[src/rtl/axi_ethernet_reset_sequencer.sv]
// Clock-status monitor and per-channel pma_reset/glbl_rst release sequencer.
// Define RESET_SEQ_LOSS_CNT_EN to build the per-channel saturating lock-loss counters.
module axi_ethernet_reset_sequencer #(
  parameter int N_CH               = 2,
  parameter int LOCK_STABLE_CYCLES = 1024,
  parameter int PMA_RST_CYCLES     = 64,
  parameter int GLBL_RST_CYCLES    = 256
) (
  input  logic              ref_clk,
  input  logic              rst,
  input  logic              mmcm_locked,
  input  logic [N_CH-1:0]   gt0_pll0lock_in,
  input  logic [N_CH-1:0]   gt0_pll0refclklost_in,
  input  logic [N_CH-1:0]   sw_reset,
  output logic [N_CH-1:0]   pma_reset,
  output logic [N_CH-1:0]   glbl_rst,
  output logic [N_CH-1:0]   s_axi_lite_resetn,
  output logic [N_CH-1:0]   ready,
  output logic [8*N_CH-1:0] loss_cnt
);

  localparam int SW = $clog2(LOCK_STABLE_CYCLES + 1);
  localparam int PW = $clog2(PMA_RST_CYCLES + 1);
  localparam int GW = $clog2(GLBL_RST_CYCLES + 1);
  localparam logic [SW-1:0] STABLE_LAST = SW'(LOCK_STABLE_CYCLES - 1);
  localparam logic [PW-1:0] PMA_LAST    = PW'(PMA_RST_CYCLES - 1);
  localparam logic [GW-1:0] GLBL_LAST   = GW'(GLBL_RST_CYCLES - 1);

  typedef enum logic [1:0] {
    WAIT_LOCK = 2'd0,
    PMA_HOLD  = 2'd1,
    MAC_HOLD  = 2'd2,
    RUN       = 2'd3
  } state_e;

  logic [1:0]      mmcm_sync_q;
  logic [N_CH-1:0] pll_s1_q, pll_s2_q;
  logic [N_CH-1:0] lost_s1_q, lost_s2_q;
  logic [N_CH-1:0] good_s;

  // Lost flops reset to 1 so a channel never looks good straight out of reset.
  always_ff @(posedge ref_clk or posedge rst) begin
    if (rst) begin
      mmcm_sync_q <= 2'b00;
      pll_s1_q    <= {N_CH{1'b0}};
      pll_s2_q    <= {N_CH{1'b0}};
      lost_s1_q   <= {N_CH{1'b1}};
      lost_s2_q   <= {N_CH{1'b1}};
    end else begin
      mmcm_sync_q <= {mmcm_sync_q[0], mmcm_locked};
      pll_s1_q    <= gt0_pll0lock_in;
      pll_s2_q    <= pll_s1_q;
      lost_s1_q   <= gt0_pll0refclklost_in;
      lost_s2_q   <= lost_s1_q;
    end
  end

  assign good_s = {N_CH{mmcm_sync_q[1]}} & pll_s2_q & ~lost_s2_q;

  for (genvar i = 0; i < N_CH; i++) begin : g_ch
    state_e         state_q, state_d;
    logic [SW-1:0]  stable_q, stable_d;
    logic [PW-1:0]  pma_cnt_q, pma_cnt_d;
    logic [GW-1:0]  glbl_cnt_q, glbl_cnt_d;
    logic           pma_q, glbl_q, resetn_q, ready_q;
    logic           abort_s;

    // A held sw_reset also blocks qualification in WAIT_LOCK.
    assign abort_s = ~good_s[i] | sw_reset[i];

    // Next-state and counter logic; every abort returns to WAIT_LOCK with cleared counters.
    always_comb begin
      state_d    = state_q;
      stable_d   = {SW{1'b0}};
      pma_cnt_d  = {PW{1'b0}};
      glbl_cnt_d = {GW{1'b0}};
      case (state_q)
        WAIT_LOCK: begin
          if (abort_s) begin
            state_d = WAIT_LOCK;
          end else if (stable_q == STABLE_LAST) begin
            state_d = PMA_HOLD;
          end else begin
            stable_d = stable_q + SW'(1);
          end
        end
        PMA_HOLD: begin
          if (abort_s) begin
            state_d = WAIT_LOCK;
          end else if (pma_cnt_q == PMA_LAST) begin
            state_d = MAC_HOLD;
          end else begin
            pma_cnt_d = pma_cnt_q + PW'(1);
          end
        end
        MAC_HOLD: begin
          if (abort_s) begin
            state_d = WAIT_LOCK;
          end else if (glbl_cnt_q == GLBL_LAST) begin
            state_d = RUN;
          end else begin
            glbl_cnt_d = glbl_cnt_q + GW'(1);
          end
        end
        RUN: begin
          if (abort_s) begin
            state_d = WAIT_LOCK;
          end else begin
            state_d = RUN;
          end
        end
        default: state_d = WAIT_LOCK;
      endcase
    end

    // State, counters and outputs decoded from the next state.
    always_ff @(posedge ref_clk or posedge rst) begin
      if (rst) begin
        state_q    <= WAIT_LOCK;
        stable_q   <= {SW{1'b0}};
        pma_cnt_q  <= {PW{1'b0}};
        glbl_cnt_q <= {GW{1'b0}};
        pma_q      <= 1'b1;
        glbl_q     <= 1'b1;
        resetn_q   <= 1'b0;
        ready_q    <= 1'b0;
      end else begin
        state_q    <= state_d;
        stable_q   <= stable_d;
        pma_cnt_q  <= pma_cnt_d;
        glbl_cnt_q <= glbl_cnt_d;
        pma_q      <= (state_d == WAIT_LOCK) || (state_d == PMA_HOLD);
        glbl_q     <= (state_d != RUN);
        resetn_q   <= (state_d == RUN);
        ready_q    <= (state_d == RUN);
      end
    end

    assign pma_reset[i]         = pma_q;
    assign glbl_rst[i]          = glbl_q;
    assign s_axi_lite_resetn[i] = resetn_q;
    assign ready[i]             = ready_q;

`ifdef RESET_SEQ_LOSS_CNT_EN
    logic [7:0] loss_q;
    logic       loss_inc_s;

    // Only an exit from RUN caused by a bad clock status counts as a loss.
    assign loss_inc_s = (state_q == RUN) & ~good_s[i];

    // Saturating loss counter, cleared only by rst.
    always_ff @(posedge ref_clk or posedge rst) begin
      if (rst) begin
        loss_q <= 8'd0;
      end else if (loss_inc_s && (loss_q != 8'hFF)) begin
        loss_q <= loss_q + 8'd1;
      end else begin
        loss_q <= loss_q;
      end
    end

    assign loss_cnt[8*i +: 8] = loss_q;
`else
    assign loss_cnt[8*i +: 8] = 8'd0;
`endif
  end

endmodule

[config.mk]
export PLATFORM = sky130hd
export DESIGN_NAME = axi_ethernet_reset_sequencer
export DESIGN_NICKNAME = d
export VERILOG_FILES = /design/src/rtl/axi_ethernet_reset_sequencer.sv
export SDC_FILE = /design/constraint.sdc
export NUM_CORES = 1
export LEC_CHECK = 0
export ABC_AREA = 1
export CORE_ASPECT_RATIO = 1.5
export CORE_MARGIN = 10
export CORE_UTILIZATION = 51
export DETAILED_ROUTE_END_ITERATION = 8
export PLACE_DENSITY = 0.81
export SYNTH_ARGS = -nofsm -noshare
export SYNTH_HDL_FRONTEND = slang
export SYNTH_SLANG_ARGS = --single-unit
[constraint.sdc]
create_clock -name ref_clk -period 2.35 [get_ports ref_clk]
set_input_delay 0.3525 -clock ref_clk [delete_from_list [all_inputs] [get_ports ref_clk]]
set_output_delay 0.3525 -clock ref_clk [all_outputs]
set_load 0.02 [all_outputs]
==> results of run 1 <==
## final timing paths
check                                     from             endpoint  slack [ns]  cells after the start
setup reg to reg           g_ch[0].stable_q[0]  g_ch[0].stable_q[7]        0.89                      8
hold reg to reg                    pll_s1_q[0]          pll_s2_q[0]        0.35                      0
setup / recovery                 g_ch[0].pma_q         pma_reset[0]        0.52                      1
max in group asynchronous                  rst        g_ch[1].pma_q        1.61                      3
hold / removal                     pll_s1_q[0]          pll_s2_q[0]        0.35                      0
min in group asynchronous                  rst  g_ch[0].stable_q[5]        0.40                      3
## cells by family after synthesis
group / synth area share (%)
compound gates: 1.971
fa+ha+maj: 2.231
simple gates: 24.54
buf+inv: 10.60
xor+xnor: 5.206
other cells: 0.1115
flops: 55.34
## area by class of cell
class,instances,area share (%)
inverter,47,4.733
multi-input combinational,227,32.26
sequential,74,49.95
tap,76,2.551
timing repair buffer,17,4.834
clock buffer,11,3.525
clock inverter,5,2.148
## routing by layer
metal,wire (um),share of wire [%],vias to the layer above
met5,0,0,-
met3,278,5.3,9
met2,2706,52,29
li1,-,-,1103
met4,108,2.1,0
met1,2139,41,1050
## registers in the layout (all words and copies together), names as in the netlist
signal,count
g_ch.stable_q,22
g_ch.glbl_cnt_q,18
g_ch.pma_cnt_q,14
g_ch.state_q,4
g_ch.glbl_q,2
g_ch.pma_q,2
g_ch.ready_q,2
lost_s1_q,2
lost_s2_q,2
mmcm_sync_q,2
pll_s1_q,2
pll_s2_q,2
## worst register-to-register path, cell delays in order, from the launching register on
cell,delay (ns)
dfrtp_1,0.41
ha_1,0.24
nand3_2,0.11
nor2_2,0.14
nand2_2,0.10
nor2_4,0.12
nand2_2,0.08
nand2_4,0.11
nor2_1,0.06
## Yosys cell counts, types with 3 or more instances
cell type,number
dfrtp_1,66
nor2_1,62
nand2_1,52
inv_1,46
buf_4,24
nand3_1,20
xor2_1,13
nor3_1,10
dfstp_2,8
a21oi_1,7
nor2_2,7
xnor2_1,7
ha_1,6
nand3_2,5
nand3b_1,4
nand4_1,3
nor2_4,3
## where the power goes
group	internal (mW)	switching, mW	leakage, nW
clock network	0.596	0.441	0.0995
registers	1.29	0.00448	0.992
logic	0.0184	0.0556	0.603
total	1.90	0.501	1.69
## metrics by stage
step / utilization [%] / instances / cell area [sq um]
3_3_place_gp: 54.58 / 441 / 3516
5_1_grt: 57.87 / 457 / 3727
2_1_floorplan: - / 372 / 3421
6_report: 57.87 / 457 / 3727
3_5_place_dp: 54.58 / 441 / 3516
4_1_cts: 57.87 / 457 / 3727
==> flow_summary.toml, run 1 <==
[detailed_routing]
num_vias = 2191
wl_um = 5232
dr.pass1.iters = 4
drtIter0Drc = 103
viasPerCell = 4.794
postRouteAntennaNets = 0
wl_per_cell_um = 11.45
drc = 0

[worst_setup_path]
arrival_ns = 1.47
crit_fanout = 1
endpoint_kind = "primary output"
slowest_delay_ns = 0.61
crit_buf_inv = 1
crit_family = "buffers and inverters"
crit_chain = "clkdlybuf4s50_1"
startpoint_type = "flop"
path_class = "flop to primary output"
critPathSlowestCell = "clkdlybuf4s50_1"
cp.required_ns = 2.00

[sta]
fin_hold_ws_ns = 0.3514
rsz0062_at_grt = "no"
fin_skew_ns = 0.01432
fmax_mhz = 547.3
finalSetupTns_ns = 0
period_share_pct = 77.75
finalHoldViolations = 0
fin_ws_ns = 0.5229
drv_slew = 0
setup_viol = 0
finalCriticalPeriod_ns = 1.827

[clocking]
cts_sinks = 74
cts_tree = "built"
cts-root-buf = "clkbuf_8"
clockBufferDepth = 2
cts_setup_buffers = 0
cts_resized = 0
cts.htree.levels = 3
clk-insertion-delay-late_ns = 0.35
path_clk_slew_ns = 0.07
cts_hold_buf = 0
cts_inserted_buffers = 9

[global_route]
grt_util_met3_pct = 4.775
antenna_found_initial = 0
grt_pass1_wl_um = 9735
grt_max_degree = 75
met2_usage_pct = 19.59
top_usage_layer = "met2"
first_global_vias = 2328
overflow = 0
track_usage_pct = 11.57
use_met1_pct = 12.05

[hold_path]
hold_path_class = "flop to flop"

[logic_synthesis]
yosys_warnings = 0
netlist_instances = 357
ys_dominant_reg_cell = "dfrtp_1"
yosys.area.top_type = "dfrtp_1"
ys_types = 28
ys_top_cells_by_area = "dfrtp_1 (49%), nor2_1 (6.9%), dfstp_2 (6.2%)"
syn_area_sq_um = 3364
syn_avg_cell_area_sq_um = 9.424
ys_seq_area_share_pct = 55.34
synth_edf_count = 0
ys_ff_latch = 74
yosys.area.top_type_share_pct = 49.09
async_flop_share_pct = 100.0

[placement]
dp_worst_setup_slack_ns = 0.6369
routabilityCongestion = 0.8138
dp_hpwl_um = 3862
io_buffers = 16

[power]
p_leak_nw = 1.695
ir_worst_vdd_mv = 0.3409
p_total_mw = 2.402
powerDensity_nw_per_um2 = 644.4

[run]
maxCapViolations = 0

[die]
die_x_um = 86.32
start_util_pct = 52.23
boundaryPins = 33
core_sq_um = 6441
die-area_sq_um = 10310
std_cell_rows = 36
die_h_um = 119.5

[finish]
syn_to_final_growth_pct = 10.78
num-nets-final = 391
fillers = 551
final-seq-area_sq_um = 1862
final_common_cell = "dfrtp_1"
drive_gt1_share_pct = 11.81
num_antenna_cells = 0
layout_common_cells = "dfrtp_1 (66), nor2_1 (62), nand2_1 (52)"
multi_input_area_sq_um = 1202

[outcome]
status = "finished clean"
(Power assumes the default switching activity.)
==> inputs of run 2 (changes only) <==
CORE_UTILIZATION = 56   (was 51)
PLACE_DENSITY = 0.84   (was 0.81)
clock period = 1.8 ns   (was 2.35 ns; I/O delays follow)
==> run 2 against run 1 <==
- combinational power rose by 46%
- global-route usage grew 0.64 points
- largest cell class unchanged
- largest power group unchanged
- cell count shrank 0.44%
- first-iteration DRC count is 2.9% higher
- register-to-register slack worse by 0.55 ns
- sequential share of layout area fell by 0.69 points
- critical endpoint unchanged
- sequential power grew 30%
==> flow_summary.toml, run 2 (synthesis gave the netlist of run 1 again) <==
[clocking]
cts_resized = 0
cts_setup_buffers = 0
path_clk_slew_ns = 0.08
cts.htree.levels = 3
cts_tree = "built"
cts_hold_buf = 0
clockBufferDepth = 2
cts-root-buf = "clkbuf_8"
cts_sinks = 74
cts_inserted_buffers = 9
clk-insertion-delay-late_ns = 0.35

[worst_setup_path]
reg2reg_from = "g_ch[0].stable_q[0]"
startpoint = "g_ch[0].pma_q"
endpoint_kind = "primary output"
arrival_ns = 1.47
startpoint_type = "flop"
critPathSlowestCell = "clkdlybuf4s50_1"
crit_fanout = 1
crit_family = "buffers and inverters"
crit_chain = "clkdlybuf4s50_1"
cp.required_ns = 1.53
slowest_delay_ns = 0.59
crit_buf_inv = 1
path_class = "flop to primary output"

[sta]
slew-limit-headroom_pct = 65.90
finalCriticalPeriod_ns = 1.741
tightest_slew_ns = 0.5104
period_share_pct = 96.70
finalHoldViolations = 0
fmax_mhz = 574.5
finalSetupTns_ns = 0
drv_slew = 0
fin_skew_ns = 0.01053
rsz0062_at_grt = "no"
setup_viol = 0

[power]
p_leak_nw = 1.716
powerDensity_nw_per_um2 = 850.8
ir_worst_vdd_mv = 0.5705

[detailed_routing]
viasPerCell = 4.912
drc = 0
wl_um = 5518
num_vias = 2235
wl_per_cell_um = 12.13
postRouteAntennaNets = 0
drtIter0Drc = 106
dr.pass1.iters = 4

[global_route]
antenna_found_initial = 0
track_usage_pct = 12.21
grt_max_degree = 21
top_usage_layer = "met2"
use_met1_pct = 12.43
overflow = 0
met2_usage_pct = 21.38
first_global_vias = 2376
grt_pass1_wl_um = 9729
grt_util_met3_pct = 3.539

[finish]
syn_to_final_growth_pct = 12.35
final_common_cell = "dfrtp_1"
top_regs = "g_ch.stable_q x22, g_ch.glbl_cnt_q x18, g_ch.pma_cnt_q x14"
largest_register_ffs = 22
fillers = 474
num_antenna_cells = 0
num-nets-final = 393
drive_gt1_share_pct = 12.79
top_register = "g_ch.stable_q"
fin_util_pct = 64.86
layout_common_cells = "dfrtp_1 (66), nor2_1 (62), nand2_1 (52)"

[die]
core_sq_um = 5828
std_cell_rows = 34
die-area_sq_um = 9572
start_util_pct = 57.73
die_h_um = 114.9
boundaryPins = 33
die_x_um = 83.29

[run]
maxCapViolations = 0

[placement]
io_buffers = 16
routabilityCongestion = 0.8113
dp_hpwl_um = 4166

[outcome]
status = "finished clean"

[hold_path]
hold_path_class = "primary input to asynchronous set/reset pin"
[run 2: cell types whose count changed in the layout (fill, tap and decap cells not counted), sizes merged]
cell	previous run	this run
buf	1	3
clkbuf	11	9
clkinv	1	2
clkinvlp	2	3
[run 2: path summary, 6_finish.rpt]
path	endpoint	cells after the start	slack [ns]
setup / recovery	pma_reset[0]	1	0.06
hold / removal	g_ch[1].pma_cnt_q[3]	2	0.30
setup reg to reg	g_ch[0].stable_q[2]	8	0.34
hold reg to reg	mmcm_sync_q[1]	0	0.35
max in group asynchronous	lost_s2_q[1]	3	0.96
min in group ref_clk	lost_s1_q[1]	1	0.32
[run 2: cell type report]
type	count	area (sq um)	area share, %
Multi-Input combinational cell	227	1202	31.81
Clock inverter	7	101.3	2.681
Sequential cell	74	1862	49.26
Clock buffer	9	123.9	3.277
Inverter	47	180.2	4.767
Tap cell	72	90.09	2.383
Timing Repair Buffer	19	220.2	5.826
[run 2: metrics by stage]
stage | cells | setup WS, ns | hold slack (ns) | total power, mW | area [sq um]
after CTS | 455 | 0.03381 | 0.3088 | 3.252 | 3780
final | 455 | 0.05936 | 0.3011 | 3.216 | 3780
after floorplan | 372 | 0.5023 | 0.2745 | 1.806 | 3425
after detailed placement | 439 | 0.1938 | 0.3378 | 1.827 | 3555
after global placement | 439 | 0.2104 | 0.3344 | 1.824 | 3555
after global routing | 455 | 0.02298 | 0.3189 | 3.329 | 3780
[run 2: per-layer routing]
layer	wire (um)	up-vias	share of wire, %
li1	-	1110	-
met1	2253	1070	41
met3	258	11	4.7
met2	2861	44	52
met5	0	-	0
met4	145	0	2.6
[run 2: power breakdown]
| part | internal (mW) | switching (mW) | leakage, nW |
|---|---|---|---|
| registers | 1.68 | 0.00665 | 0.992 |
| logic | 0.0325 | 0.0757 | 0.618 |
| clock network | 0.789 | 0.635 | 0.106 |
